File: src/rtl/ram_sp_arb2.sv
`default_nettype none
// ============================================================================
// Module   : ram_sp_arb2
// Brief    : Two-requester round-robin arbiter with bounded bursts in front of
//            one single-port synchronous RAM. One access per cycle, read data
//            returned one cycle after acceptance.
// Revision : 1.0 - initial release
// ============================================================================
module ram_sp_arb2 #(
    parameter  int DATA_W    = 32,
    parameter  int DEPTH     = 256,
    parameter  int MAX_BURST = 4,
    localparam int AW        = $clog2(DEPTH)
) (
    input  logic                   clk,
    input  logic                   rst_ni,
    input  logic [1:0]             req_valid_i,
    output logic [1:0]             req_ready_o,
    input  logic [1:0]             req_we_i,
    input  logic [1:0][AW-1:0]     req_addr_i,
    input  logic [1:0][DATA_W-1:0] req_wdata_i,
    output logic [1:0]             rsp_valid_o,
    output logic [DATA_W-1:0]      rsp_rdata_o,
    output logic                   ram_wen_o,
    output logic [AW-1:0]          ram_addr_o,
    output logic [DATA_W-1:0]      ram_wdata_o,
    input  logic [DATA_W-1:0]      ram_rdata_i
);

    // Counter wide enough to hold MAX_BURST itself (it saturates there).
    localparam int                CNT_W     = $clog2(MAX_BURST + 1);
    localparam logic [CNT_W-1:0]  CNT_MAX   = CNT_W'(MAX_BURST);
    localparam logic [CNT_W-1:0]  CNT_ONE   = CNT_W'(1);
    localparam logic [CNT_W-1:0]  CNT_ZERO  = '0;

    typedef enum logic [1:0] {
        IDLE = 2'd0,
        OWN0 = 2'd1,
        OWN1 = 2'd2
    } state_t;

    state_t           state;
    state_t           state_nxt;
    logic [CNT_W-1:0] cnt;
    logic [CNT_W-1:0] cnt_nxt;
    logic             rr_ptr;
    logic             rr_nxt;
    logic [1:0]       grant;
    logic             owner;
    logic             other;
    logic             gidx;

    // Current owner index while in an OWN state.
    assign owner = (state == OWN1);
    assign other = ~owner;

    // State, beat counter and tie-break pointer registers.
    always_ff @(posedge clk or negedge rst_ni) begin
        if (!rst_ni) begin
            state  <= IDLE;
            cnt    <= CNT_ZERO;
            rr_ptr <= 1'b0;
        end else begin
            state  <= state_nxt;
            cnt    <= cnt_nxt;
            rr_ptr <= rr_nxt;
        end
    end

    // Arbitration: next state and same-cycle grant.
    always_comb begin
        state_nxt = state;
        cnt_nxt   = cnt;
        rr_nxt    = rr_ptr;
        grant     = 2'b00;
        case (state)
            IDLE: begin
                if (req_valid_i == 2'b11) begin
                    grant[rr_ptr] = 1'b1;
                    state_nxt     = rr_ptr ? OWN1 : OWN0;
                    cnt_nxt       = CNT_ONE;
                    rr_nxt        = ~rr_ptr;
                end else if (req_valid_i[0]) begin
                    grant[0]  = 1'b1;
                    state_nxt = OWN0;
                    cnt_nxt   = CNT_ONE;
                end else if (req_valid_i[1]) begin
                    grant[1]  = 1'b1;
                    state_nxt = OWN1;
                    cnt_nxt   = CNT_ONE;
                end
            end
            OWN0, OWN1: begin
                if (req_valid_i[owner] && (!req_valid_i[other] || (cnt < CNT_MAX))) begin
                    // Owner keeps streaming; counter saturates.
                    grant[owner] = 1'b1;
                    if (cnt < CNT_MAX) begin
                        cnt_nxt = cnt + CNT_ONE;
                    end
                end else if (req_valid_i[other]) begin
                    // Burst limit reached or owner went quiet: hand over without a bubble.
                    grant[other] = 1'b1;
                    state_nxt    = other ? OWN1 : OWN0;
                    cnt_nxt      = CNT_ONE;
                    rr_nxt       = owner;
                end else begin
                    state_nxt = IDLE;
                    cnt_nxt   = CNT_ZERO;
                end
            end
            default: begin
                state_nxt = IDLE;
                cnt_nxt   = CNT_ZERO;
            end
        endcase
    end

    // Grants are suppressed while reset is held so nothing reaches the RAM.
    assign req_ready_o = rst_ni ? grant : 2'b00;
    assign gidx        = req_ready_o[1];
    assign ram_addr_o  = req_addr_i[gidx];
    assign ram_wdata_o = req_wdata_i[gidx];
    assign ram_wen_o   = |(req_ready_o & req_we_i);
    assign rsp_rdata_o = ram_rdata_i;

    // Read response flag, aligned with the RAM's one-cycle read latency.
    always_ff @(posedge clk or negedge rst_ni) begin
        if (!rst_ni) begin
            rsp_valid_o <= 2'b00;
        end else begin
            rsp_valid_o <= req_ready_o & ~req_we_i;
        end
    end

endmodule
`default_nettype wire
File: config.mk
export PLATFORM = sky130hd
export DESIGN_NAME = ram_sp_arb2
export DESIGN_NICKNAME = d
export VERILOG_FILES = /design/src/rtl/ram_sp_arb2.sv
export SDC_FILE = /design/constraint.sdc
export NUM_CORES = 1
export LEC_CHECK = 0
export BUFFER_PORTS_ARGS = -buffer_cell sky130_fd_sc_hd__buf_2
export CAP_MARGIN = 40
export CORE_UTILIZATION = 25
export CTS_CLUSTER_DIAMETER = 60
export DETAILED_ROUTE_END_ITERATION = 8
export GPL_TIMING_DRIVEN = 0
export HOLD_SLACK_MARGIN = 0.12
export PLACE_DENSITY = 0.67
export SETUP_SLACK_MARGIN = 0.05
export SYNTH_ARGS = -nofsm -noshare
export SYNTH_HDL_FRONTEND = slang
export SYNTH_SLANG_ARGS = --single-unit
export TNS_END_PERCENT = 5
File: constraint.sdc
create_clock -name clk -period 2.83 [get_ports clk]
set_input_delay 0.283 -clock clk [delete_from_list [all_inputs] [get_ports clk]]
set_output_delay 0.283 -clock clk [all_outputs]
set_load 0.05 [all_outputs]
==> summary.txt <==
status -> finished clean
Netlist Area Pre-Place -> 0.00146 sq mm
Flop pwr share -> 0.103
commonest non-fill, non-tap cells in the layout -> 164 x buf_2, 39 x mux2_2, 34 x buf_4, 9 x nand2_1
Setup-failing EPs final -> 0
Synth area leaders -> mux2_2 30%, buf_4 17%, dfrtp_1 14%
IO Count -> 195
Post-Syn Instances -> 165
Max rail drop VDD -> 375 uV
DRT Wirelength -> 4710 um
Avg Inst Size Synth -> 8.86 sq um
Die Span Y -> 78.5 um
minimum hold slack -> 0.242 ns
crit path kind -> register to output pin
core area -> 0.00557 sq mm
top-area cell type share of the netlist area -> 0.300
clk_skew -> 0.00136 ns
fraction of layout cells with a size suffix above 1 -> 0.755
largest area contributor in the netlist -> mux2_2
Logic pwr share -> 0.826
GRT overflow -> 0
Clock Power Share -> 0.071
post-synthesis sequential area ratio -> 0.137
wire length per cell -> 11.7 um
RSZ-0062 raised after global routing -> false
number of port buffers -> 162
crit path DAT -> 2.35 ns
post-CTS setup buffers -> 0
Synth Warn # -> 0
Final min period -> 2.63 ns
htree depth -> 1
Bufs on Longest Clock Path -> 2
Initial Utilization -> 0.262
CTS tree -> built
Total GRT Usage -> 0.136
Clock Latency Late Sink -> 0.22 ns
DRT antenna net count -> 0
Hold Vio Cnt, Final -> 0
vias in the first global route -> 1575
Critical Path Sink Type -> output pin
Sink Count -> 8
Root Buffer Master -> clkbuf_8
fmax -> 0.380 GHz
Antenna diodes -> 0
final slew viol count -> 0
cts bufs inserted -> 3
total power -> 1.83 mW
via count -> 1755
post-synth cell types -> 34
Synth Register Bits -> 8
DRC viols -> 0
maxcap violations -> 0
slew margin rel. -> 0.791
area grow syn2layout -> 65.3%
switching part of the total power -> 0.573
Placer Congestion -> 0.828
Net Count, Synth -> 288
Rows -> 27
LEAKAGE -> 1.35 nW
worst slew pin tran -> 0.311 ns
first-pass GRT wire length -> 6880 um
DP Wirelength -> 4090 um
die area -> 0.00616 sq mm
Die W -> 78.5 um
CP max FO -> 10
maximum number of pins on one net before global-route repair -> 11
initial antenna violation count -> 0
Final period util -> 0.929
Critical Path RT -> 2.55 ns
Clock transition at path regs -> 0.04 ns
Final #Nets -> 456
hold crit path type -> input port to register
DR iter-0 viols -> 69
most common cell after layout, fill and taps aside -> buf_2
Worst Setup Start Kind -> register
DR pass1 iterations -> 4
Internal -> 0.782 mW
setup_tns -> 0 ns
NetSw -> 1.05 mW
pwr dens -> 757 mW/mm^2
vias per cell -> 4.35
## cells by family (layout without fill, tap and decap cells)
logic type                 count (synthesis)  count (layout)  synth area share
buffers and inverters                     48             214             0.239
AOI/OAI and AO/OA                         26              26             0.117
DFF                                        8               8             0.137
muxes                                     43              43             0.331
and+or+nand+nor                           35              35             0.133
adders and majority gates                  5               5            0.0428
## synthesized netlist by cell type
library cell	number
a211o_1	1
a211oi_1	1
a21o_1	3
a21oi_1	8
a22o_1	1
a32o_2	1
and2_1	1
buf_2	3
buf_4	34
buf_6	5
dfrtp_1	8
ha_1	5
inv_1	5
inv_2	1
mux2_1	4
mux2_2	39
nand2_1	9
nand2b_1	5
nand3_1	3
nand3_4	1
nand4_1	2
nor2_1	5
nor2b_1	4
nor3_1	1
nor3b_1	1
nor4_1	1
nor4b_1	1
o21ai_0	6
o21ai_2	1
o21bai_1	1
o221ai_1	1
o22a_1	1
o41ai_1	1
or4_1	1
## cell type report
type                            instances  area (sq um)
Fill cell                             571          3160
Sequential cell                         8           200
Tap cell                               72          90.1
Buffer                                 42           329
Multi-Input combinational cell        109           913
Clock buffer                            3          41.3
Timing Repair Buffer                  163           821
Inverter                                6          22.5
## stage by stage
stage	utilization	area (sq um)	worst slack (ns)	instances
floorplan	-	1460	0.383	165
global placement	0.424	2360	0.424	399
detailed placement	0.424	2360	0.407	399
CTS	0.433	2410	0.165	403
global route	0.434	2420	0.0676	403
finish	0.434	2420	0.201	403
## power groups by stage
stage / clock network [mW] / registers (mW) / logic (mW)
floorplan: 0 / 0.200 / 1.19
CTS: 0.135 / 0.188 / 1.51
detailed placement: 0 / 0.189 / 1.51
global route: 0.146 / 0.195 / 1.61
finish: 0.131 / 0.188 / 1.51
global placement: 0 / 0.187 / 1.50
## repair_timing
| action | in CTS | in global routing |
|---|---|---|
| resized for setup | 0 | 1 |
| hold endpoints to repair | 8 | 0 |
| hold buffers | 1 | 0 |
| setup endpoints to repair | 0 | 2 |
## flip-flops by register name (all words and copies together), names as in the netlist
signal	flops
rr_ptr	1
state	2
rsp_valid_o	2
cnt	3
## critical path, cell delays in order (launching register included)
cell and delay, ns:
dfrtp_1 0.38, inv_1 0.10, ha_1 0.21, clkbuf_4 0.21, nand3_1 0.07, a32o_2 0.28, nand3_4 0.13, buf_6 0.17
mux2_2 0.35, buf_2 0.21
## final timing paths
check,from,slack [ns],depth (start not counted),to
max in group asynchronous,rst_ni,2.20,2,rr_ptr
min,req_we_i[0],0.24,2,rsp_valid_o[0]
min reg2reg,state[0],0.54,1,state[0]
max reg2reg,state[0],0.86,8,state[1]
max,state[0],0.20,9,ram_addr_o[0]
min in group asynchronous,rst_ni,0.46,2,cnt[2]
## metal layers
metal | track usage | up-vias | wire, um
met5 | 0 | - | 0
met4 | 0.0352 | 0 | 15
met3 | 0.00930 | 2 | 312
met2 | 0.268 | 107 | 2560
met1 | 0.157 | 764 | 1820
li1 | - | 882 | -
(Power assumes the default switching activity.)
